--- src/rtl/apb_pkg.sv ---
// ============================================================================
// Module  : apb_pkg
// Brief   : Shared FSM state encoding and default parameters for apb_master.
// Revision: 1.0 - initial release
// ============================================================================
`default_nettype none

package apb_pkg;

    localparam int DEF_DW      = 32;
    localparam int DEF_AW      = 16;
    localparam int DEF_TIMEOUT = 16;

    typedef enum logic [1:0] {
        ST_IDLE   = 2'd0,
        ST_SETUP  = 2'd1,
        ST_ACCESS = 2'd2,
        ST_RESP   = 2'd3
    } apb_state_e;

    // Counter width that can hold values 0..timeout (at least one bit).
    function automatic int cnt_width(input int timeout);
        return (timeout > 0) ? $clog2(timeout + 1) : 1;
    endfunction

endpackage

`default_nettype wire

--- src/rtl/apb_timeout_cnt.sv ---
// ============================================================================
// Module  : apb_timeout_cnt
// Brief   : Consecutive wait-state counter; flags the wait that hits TIMEOUT.
// Revision: 1.0 - initial release
// ============================================================================
`default_nettype none

module apb_timeout_cnt
    import apb_pkg::*;
#(
    parameter int TIMEOUT = DEF_TIMEOUT
) (
    input  logic PCLK,
    input  logic PRESETn,
    input  logic clear,
    input  logic enable,
    output logic expired
);

    localparam int CW = cnt_width(TIMEOUT);

    generate
        if (TIMEOUT > 0) begin : g_cnt
            localparam logic [CW-1:0] C_LAST = CW'(TIMEOUT - 1);

            logic [CW-1:0] cnt_q;
            logic [CW-1:0] cnt_d;

            always_comb begin
                cnt_d = cnt_q;
                if (clear) begin
                    cnt_d = '0;
                end else if (enable) begin
                    cnt_d = cnt_q + 1'b1;
                end
            end

            always_ff @(posedge PCLK or negedge PRESETn) begin
                if (!PRESETn) begin
                    cnt_q <= '0;
                end else begin
                    cnt_q <= cnt_d;
                end
            end

            // Asserted during the wait cycle whose edge would make the count reach TIMEOUT.
            assign expired = enable && !clear && (cnt_q == C_LAST);
        end else begin : g_none
            assign expired = 1'b0;
        end
    endgenerate

endmodule

`default_nettype wire

--- src/rtl/apb_master.sv ---
// ============================================================================
// Module  : apb_master
// Brief   : Single-outstanding command/response to APB master bridge.
// Revision: 1.0 - initial release
// ============================================================================
`default_nettype none

module apb_master
    import apb_pkg::*;
#(
    parameter int DW      = DEF_DW,
    parameter int AW      = DEF_AW,
    parameter int TIMEOUT = DEF_TIMEOUT
) (
    input  logic          PCLK,
    input  logic          PRESETn,
    input  logic          cmd_valid,
    output logic          cmd_ready,
    input  logic          cmd_write,
    input  logic [AW-1:0] cmd_addr,
    input  logic [DW-1:0] cmd_wdata,
    output logic          rsp_valid,
    input  logic          rsp_ready,
    output logic [DW-1:0] rsp_rdata,
    output logic          rsp_err,
    output logic          PSEL,
    output logic          PENABLE,
    output logic          PWRITE,
    output logic [AW-1:0] PADDR,
    output logic [DW-1:0] PWDATA,
    input  logic [DW-1:0] PRDATA,
    input  logic          PREADY,
    input  logic          PSLVERR
);

    apb_state_e    state_q,     state_d;
    logic          cmd_ready_q, cmd_ready_d;
    logic          psel_q,      psel_d;
    logic          penable_q,   penable_d;
    logic          pwrite_q,    pwrite_d;
    logic [AW-1:0] paddr_q,     paddr_d;
    logic [DW-1:0] pwdata_q,    pwdata_d;
    logic          rsp_valid_q, rsp_valid_d;
    logic [DW-1:0] rsp_rdata_q, rsp_rdata_d;
    logic          rsp_err_q,   rsp_err_d;

    logic          tmo_clear;
    logic          tmo_enable;
    logic          tmo_expired;

    assign tmo_clear  = (state_q != ST_ACCESS);
    assign tmo_enable = (state_q == ST_ACCESS) && !PREADY;

    apb_timeout_cnt #(
        .TIMEOUT (TIMEOUT)
    ) u_timeout_cnt (
        .PCLK    (PCLK),
        .PRESETn (PRESETn),
        .clear   (tmo_clear),
        .enable  (tmo_enable),
        .expired (tmo_expired)
    );

    always_comb begin
        state_d     = state_q;
        psel_d      = psel_q;
        penable_d   = penable_q;
        pwrite_d    = pwrite_q;
        paddr_d     = paddr_q;
        pwdata_d    = pwdata_q;
        rsp_valid_d = rsp_valid_q;
        rsp_rdata_d = rsp_rdata_q;
        rsp_err_d   = rsp_err_q;

        case (state_q)
            ST_IDLE: begin
                if (cmd_valid) begin
                    state_d   = ST_SETUP;
                    psel_d    = 1'b1;
                    penable_d = 1'b0;
                    pwrite_d  = cmd_write;
                    paddr_d   = cmd_addr;
                    pwdata_d  = cmd_wdata;
                end
            end
            ST_SETUP: begin
                state_d   = ST_ACCESS;
                penable_d = 1'b1;
            end
            ST_ACCESS: begin
                // PREADY wins over an expiring timeout on the same edge.
                if (PREADY) begin
                    state_d     = ST_RESP;
                    psel_d      = 1'b0;
                    penable_d   = 1'b0;
                    rsp_valid_d = 1'b1;
                    rsp_err_d   = PSLVERR;
                    rsp_rdata_d = pwrite_q ? '0 : PRDATA;
                end else if (tmo_expired) begin
                    state_d     = ST_RESP;
                    psel_d      = 1'b0;
                    penable_d   = 1'b0;
                    rsp_valid_d = 1'b1;
                    rsp_err_d   = 1'b1;
                    rsp_rdata_d = '0;
                end
            end
            ST_RESP: begin
                if (rsp_ready) begin
                    state_d     = ST_IDLE;
                    rsp_valid_d = 1'b0;
                end
            end
            default: begin
                state_d     = ST_IDLE;
                psel_d      = 1'b0;
                penable_d   = 1'b0;
                rsp_valid_d = 1'b0;
            end
        endcase

        cmd_ready_d = (state_d == ST_IDLE);
    end

    always_ff @(posedge PCLK or negedge PRESETn) begin
        if (!PRESETn) begin
            state_q     <= ST_IDLE;
            cmd_ready_q <= 1'b1;
            psel_q      <= 1'b0;
            penable_q   <= 1'b0;
            pwrite_q    <= 1'b0;
            paddr_q     <= '0;
            pwdata_q    <= '0;
            rsp_valid_q <= 1'b0;
            rsp_rdata_q <= '0;
            rsp_err_q   <= 1'b0;
        end else begin
            state_q     <= state_d;
            cmd_ready_q <= cmd_ready_d;
            psel_q      <= psel_d;
            penable_q   <= penable_d;
            pwrite_q    <= pwrite_d;
            paddr_q     <= paddr_d;
            pwdata_q    <= pwdata_d;
            rsp_valid_q <= rsp_valid_d;
            rsp_rdata_q <= rsp_rdata_d;
            rsp_err_q   <= rsp_err_d;
        end
    end

    assign cmd_ready = cmd_ready_q;
    assign PSEL      = psel_q;
    assign PENABLE   = penable_q;
    assign PWRITE    = pwrite_q;
    assign PADDR     = paddr_q;
    assign PWDATA    = pwdata_q;
    assign rsp_valid = rsp_valid_q;
    assign rsp_rdata = rsp_rdata_q;
    assign rsp_err   = rsp_err_q;

endmodule

`default_nettype wire

--- config.mk ---
export PLATFORM = sky130hd
export DESIGN_NAME = apb_master
export DESIGN_NICKNAME = d
export VERILOG_FILES = /design/src/rtl/apb_pkg.sv /design/src/rtl/apb_timeout_cnt.sv /design/src/rtl/apb_master.sv
export SDC_FILE = /design/constraint.sdc
export NUM_CORES = 1
export LEC_CHECK = 0
export CAP_MARGIN = 10
export CORE_UTILIZATION = 42
export CTS_BUF_LIST = sky130_fd_sc_hd__clkbuf_2 sky130_fd_sc_hd__clkbuf_4 sky130_fd_sc_hd__clkbuf_8
export CTS_CLUSTER_DIAMETER = 40
export CTS_CLUSTER_SIZE = 25
export DETAILED_ROUTE_END_ITERATION = 12
export GPL_TIMING_DRIVEN = 0
export PLACE_DENSITY = 0.83
export SYNTH_ARGS = -nofsm -noshare
export SYNTH_HDL_FRONTEND = slang
export SYNTH_SLANG_ARGS = --single-unit
--- constraint.sdc ---
create_clock -name PCLK -period 2.4 [get_ports PCLK]
set_clock_uncertainty 0.15 [all_clocks]
set_input_delay 0.48 -clock PCLK [delete_from_list [all_inputs] [get_ports PCLK]]
set_output_delay 0.48 -clock PCLK [all_outputs]
set_load 0.01 [all_outputs]
==> results of run 1 <==
-- cell families after synthesis --
logic type,Yosys count
compound gates,37
xor+xnor,3
fa+ha+maj,2
buf+inv,17
flops,93
mux,50
simple gates,25
-- flip-flops by register name, indices dropped and copies added (netlist names) --
signal	count
PWDATA	32
rsp_rdata	32
PADDR	16
u_timeout_cnt.g_cnt.cnt_q	5
state_q	2
PENABLE	1
PSEL	1
PWRITE	1
cmd_ready	1
rsp_err	1
rsp_valid	1
-- worst min-delay path, delay by kind of cell (launching register included) --
family | cells | cell delay, ns
flops | 1 | 0.35
simple gates | 2 | 0.10
-- layout make-up --
type	count	area [µm²]	share of cell area, %
multi-input combinational	117	1070	18.9
clock buffer	10	138	2.44
sequential	93	2330	41.3
tap	105	131	2.33
clock inverter	6	86.3	1.53
buffer	14	129	2.29
inverter	3	11.3	0.200
timing repair buffer	173	1750	31.0
-- synth_stat cells (2+ instances only) --
cell type,number,share of area [%]
a22o_1,32,7.9
buf_2,4,0.57
buf_6,9,2.9
dfrtp_1,92,65
ha_1,2,0.71
inv_1,3,0.32
mux2_1,4,1.3
mux2_2,45,14
nand2_1,3,0.32
nor2_1,12,1.3
xor2_1,2,0.50
-- through the flow --
step	hold slack [ns]	cell area, µm²	total power, mW	TNS (ns)	worst slack (ns)
2_1_floorplan	0.0344	3530	4.11	0	0.634
3_3_place_gp	0.313	5380	5.87	-246.71	-2.67
3_5_place_dp	0.321	5400	5.99	0	0.105
4_1_cts	0.342	5640	7.15	0	0.342
5_1_grt	0.367	5640	7.47	0	0.329
6_report	0.331	5640	7.05	0	0.371
-- metal layers --
metal,track usage (%),up-vias
li1,-,1180
met1,23.8,1230
met2,31.7,102
met3,4.61,14
met4,6.92,0
met5,0,-
-- power groups by stage --
stage	Sequential (mW)	Clock, mW	Combinational, mW
after detailed placement	2.74	0	3.25
after CTS	2.71	1.18	3.27
after global placement	2.70	0	3.18
final	2.70	1.13	3.22
after global routing	2.80	1.24	3.44
after floorplan	3.04	0	1.07
-- path summary, 6_finish.rpt --
path	to	slack, ns	cells after the start
worst min-delay path	rsp_valid	0.33	2
worst min register to register	rsp_valid	0.33	2
worst max register to register	rsp_rdata[16]	0.52	8
max in group asynchronous	cmd_ready	0.89	3
worst max-delay path	cmd_ready	0.37	1
min in group asynchronous	PADDR[15]	0.51	2
==> impl_metrics.ini, run 1 <==
[cells_and_area]
drive_above_1_share_pct = 19.2
antennaDiodeCount = 0
final_util_pct = 68.9
nFillCells = 591
layout_common_cells = clkdlybuf4s50_1 (170), dfrtp_1 (92), mux2_2 (45)
area_growth_pct = 59.5
layout_commonest_cell = clkdlybuf4s50_1
nets = 500
stdcell_count = 521

[routing]
drt_iter0_markers = 62
met3_length_um = 546
drt_pre_antenna_iters = 4
drc = 0
vias = 2526
vias_per_cell = 4.85
ant_nets = 0
met1_length_um = 3330
met2_length_um = 4010
top_layer_used = met4
post_drt_wl_per_cell_um = 15.4
routed_wl_um = 8020

[logic_synthesis]
async_flop_share_pct = 100
yosys.area_share.simple_pct = 3.96
ys.flop_type = dfrtp_1
synth_compound_area_share_pct = 8.85
synth-xor-area-share_pct = 0.743
ys_seq_elements = 93
synth_top_family_by_area = multiplexers
syn_nets = 316
synth.area.mux_share_pct = 15.9
yosys_warnings = 0
netlist_instances = 227
synth_area_mm2 = 0.00353
ys_seq_area_share_pct = 65.9
synth_edf_count = 0
synthAdderAreaFrac_pct = 0.708
synth.avg_cell_area_um2 = 15.6
post_synth_num_cell_types = 30

[worst_setup_path]
rr_startpoint = u_timeout_cnt.g_cnt.cnt_q[0]
crit_required_ns = 1.77
crit_fanout = 1
crit_start = cmd_ready
startpoint_type = flip-flop
crit_buf_inv = 1
crit_family = flip-flops
crit_chain = clkdlybuf4s50_1
arrival_ns = 1.40
cpPeakStageDelay_ns = 0.53
cp-end-kind = output pin
slowest_stage = dfstp_2
crit_type = flip-flop to output pin

[place]
dp.cells = 504
hpwl_um = 6080
gp_congestion = 0.684
port_buffers = 171

[sta]
slew_headroom_pct = 62.1
max_freq_mhz = 493
setup_viol = 0
worstMarginPinSlew_ns = 0.568
hold_viol_final = 0
drv_slew = 0
fin_crit_sh_pct = 84.5
rsz0062_at_grt = no
fin_crit_ns = 2.03

[power_and_ir_drop]
p_comb_share_pct = 45.7
swShare_pct = 29.6
power_leakage_nw = 2.43
max-vdd-ir-drop_mv = 0.613
power_switching_mw = 2.09
intPower_mw = 4.96
power_density_mw_per_mm2 = 1250
power_frac_seq_pct = 38.3
clkPwrFrac_pct = 16.0

[floorplanning]
num_rows = 33
die_y_um = 93.7
fp.dieW_um = 93.7
ios = 173
core-area_mm2 = 0.00818
dieArea_mm2 = 0.00879
start_util_pct = 43.2

[global_route]
antenna_found_initial = 0
grt_pass1_vias = 2607
grtUsageTotal_pct = 18.9
grt_pass1_wl_um = 12800
grt_max_degree = 52
overflow = 0

[cts]
clockBufferDepth = 2
cts-buffers-inserted = 9
clkLatencyLatePin_ns = 0.34
post_cts_buffers = 0
cts_sinks = 93
htreeDepth = 3
postCtsHoldBufs = 1
cts_tree = done
cts_resized = 0
clock-root-buffer = clkbuf_8
clkTransAtPathRegs_ns = 0.09

[run_status]
status = finished clean

[min_path]
hp-class = flip-flop to flip-flop
min_from = rsp_valid

[run]
drv_cap = 0
(Power assumes the default switching activity.)
==> run 2: changes to the inputs <==
==> constraint.sdc (replaced) <==
create_clock -name PCLK -period 1.9 [get_ports PCLK]
set_clock_uncertainty 0.15 [all_clocks]
set_input_delay 0.38 -clock PCLK [delete_from_list [all_inputs] [get_ports PCLK]]
set_output_delay 0.38 -clock PCLK [all_outputs]
set_load 0.01 [all_outputs]
==> impl_metrics.ini, run 2 (synthesis gave the netlist of run 1 again) <==
[sta]
hold-worst-slack_ns = 0.266
drv_slew = 0
rsz0062_at_grt = yes
setup_viol = 0
max_freq_mhz = 526
slew_headroom_pct = 62.3
worstMarginPinSlew_ns = 0.566
fin_crit_ns = 1.90
fin_crit_sh_pct = 100
hold_viol_final = 0

[cts]
cts_sinks = 93
cts-buffers-inserted = 9
clock-root-buffer = clkbuf_8
clkLatencyLatePin_ns = 0.34
clockBufferDepth = 2
clkTransAtPathRegs_ns = 0.09
htreeDepth = 3
cts_tree = done

[run]
drv_cap = 0

[min_path]
min_from = PREADY
hold_path_end = u_timeout_cnt.g_cnt.cnt_q[4]
hp-class = input port to flip-flop
holdPathStages = 3

[worst_setup_path]
rr_startpoint = u_timeout_cnt.g_cnt.cnt_q[0]
cp-end-kind = flip-flop
crit_type = flip-flop to flip-flop
arrival_ns = 1.98
crit_required_ns = 1.98
reg2regPathDepth = 8
crit_fanout = 10
startpoint_type = flip-flop
worst-r2r-setup-slack_ns = 0.00006
rr_endpoint = rsp_rdata[16]

[power_and_ir_drop]
power_frac_seq_pct = 38.2
intPower_mw = 6.29
report.power.total_mw = 8.93
power_leakage_nw = 2.45
clkPwrFrac_pct = 15.9
p_comb_share_pct = 45.9
power_density_mw_per_mm2 = 1570
max-vdd-ir-drop_mv = 0.784
power_switching_mw = 2.64
swShare_pct = 29.6

[global_route]
grt_pass1_wl_um = 12800
antenna_found_initial = 0
grtUsageTotal_pct = 18.9
overflow = 0
grt_max_degree = 52
grt_pass1_vias = 2607

[routing]
drc = 0
drt_pre_antenna_iters = 4
routed_wl_um = 8100
vias = 2545
post_drt_wl_per_cell_um = 15.4
drt_iter0_markers = 65
vias_per_cell = 4.85
ant_nets = 0

[cells_and_area]
antennaDiodeCount = 0
area_growth_pct = 60.5
drive_above_1_share_pct = 20.2
layout_common_cells = clkdlybuf4s50_1 (169), dfrtp_1 (92), mux2_2 (45)
layout_commonest_cell = clkdlybuf4s50_1
stdcell_area_mm2 = 0.00567
nets = 504
nFillCells = 591

[place]
dpl_cell_area_mm2 = 0.00540
gp_congestion = 0.684
port_buffers = 171
hpwl_um = 6080

[floorplanning]
num_rows = 33
die_y_um = 93.7
ios = 173
start_util_pct = 43.2
core-area_mm2 = 0.00818
fp.dieW_um = 93.7
dieArea_mm2 = 0.00879

[run_status]
status = finished clean
## run 2: cell count changes in the layout (fill, tap and decap cells not counted), sizes merged
cell / previous run / this run
buf: 16 / 20
dlygate4sd2: 0 / 1
clkdlybuf4s50: 170 / 169
## run 2: routing by layer
| layer | global-route usage [%] | vias up | wire length (µm) |
|---|---|---|---|
| li1 | - | 1189 | - |
| met1 | 23.8 | 1239 | 3380 |
| met2 | 31.7 | 103 | 4040 |
| met3 | 4.61 | 14 | 548 |
| met4 | 6.92 | 0 | 129 |
| met5 | 0 | - | 0 |
## run 2: worst max-delay path, cell delays in order, from the launching register on
cell and delay (ns):
dfrtp_1 0.39, ha_2 0.19, and3_1 0.15, ha_1 0.13, nor2_1 0.05, or2_1 0.22
buf_6 0.14, buf_6 0.13, a22o_1 0.24
## run 2: area by class of cell
type                            instances  area (µm²)  area share (%)
Sequential cell                        93        2330            41.1
Timing Repair Buffer                  177        1780            31.3
Multi-Input combinational cell        117        1070            18.8
Clock buffer                           10         138            2.43
Buffer                                 14         133            2.34
Tap cell                              105         131            2.32
Clock inverter                          6        86.3            1.52
Inverter                                3        11.3           0.199
## run 2: how the worst max path moves through the flow
stage                     slack (ns)                          from  cells past startpoint            end
final                        0.00006  u_timeout_cnt.g_cnt.cnt_q[0]                      8  rsp_rdata[16]
after global routing           -0.09  u_timeout_cnt.g_cnt.cnt_q[0]                      8  rsp_rdata[10]
after CTS                       0.01  u_timeout_cnt.g_cnt.cnt_q[0]                      8  rsp_rdata[30]
after detailed placement       -0.29                     cmd_valid                      4      PWDATA[5]
after global placement         -3.07                       PRESETn                      1     PWDATA[29]
after floorplan                 0.13  u_timeout_cnt.g_cnt.cnt_q[0]                      8  rsp_rdata[10]
## run 2: repair_timing
action,in CTS,in global routing
hold buffers,1,0
gates resized for setup,1,2
buffers inserted,0,4
endpoints found under the setup margin,1,30
pin swaps,0,5
hold endpoints to repair,42,0
## run 2: power by group through the flow
stage	Combinational (mW)	Clock, mW	Sequential [mW]
after global placement	4.01	0	3.41
after floorplan	1.35	0	3.84
final	4.10	1.42	3.41
after global routing	4.38	1.56	3.53
after detailed placement	4.10	0	3.46
after CTS	4.12	1.49	3.42
## run 2: stage by stage
step                      TNS, ns  setup WS (ns)  utilization [%]  instances
final                           0      0.0000591             69.4        525
after global routing        -2.31        -0.0876             69.4        525
after CTS                       0         0.0122             68.9        521
after detailed placement   -13.47         -0.295             66.1        504
after global placement    -297.81          -3.07             65.8        503
after floorplan                 0          0.134                -        227
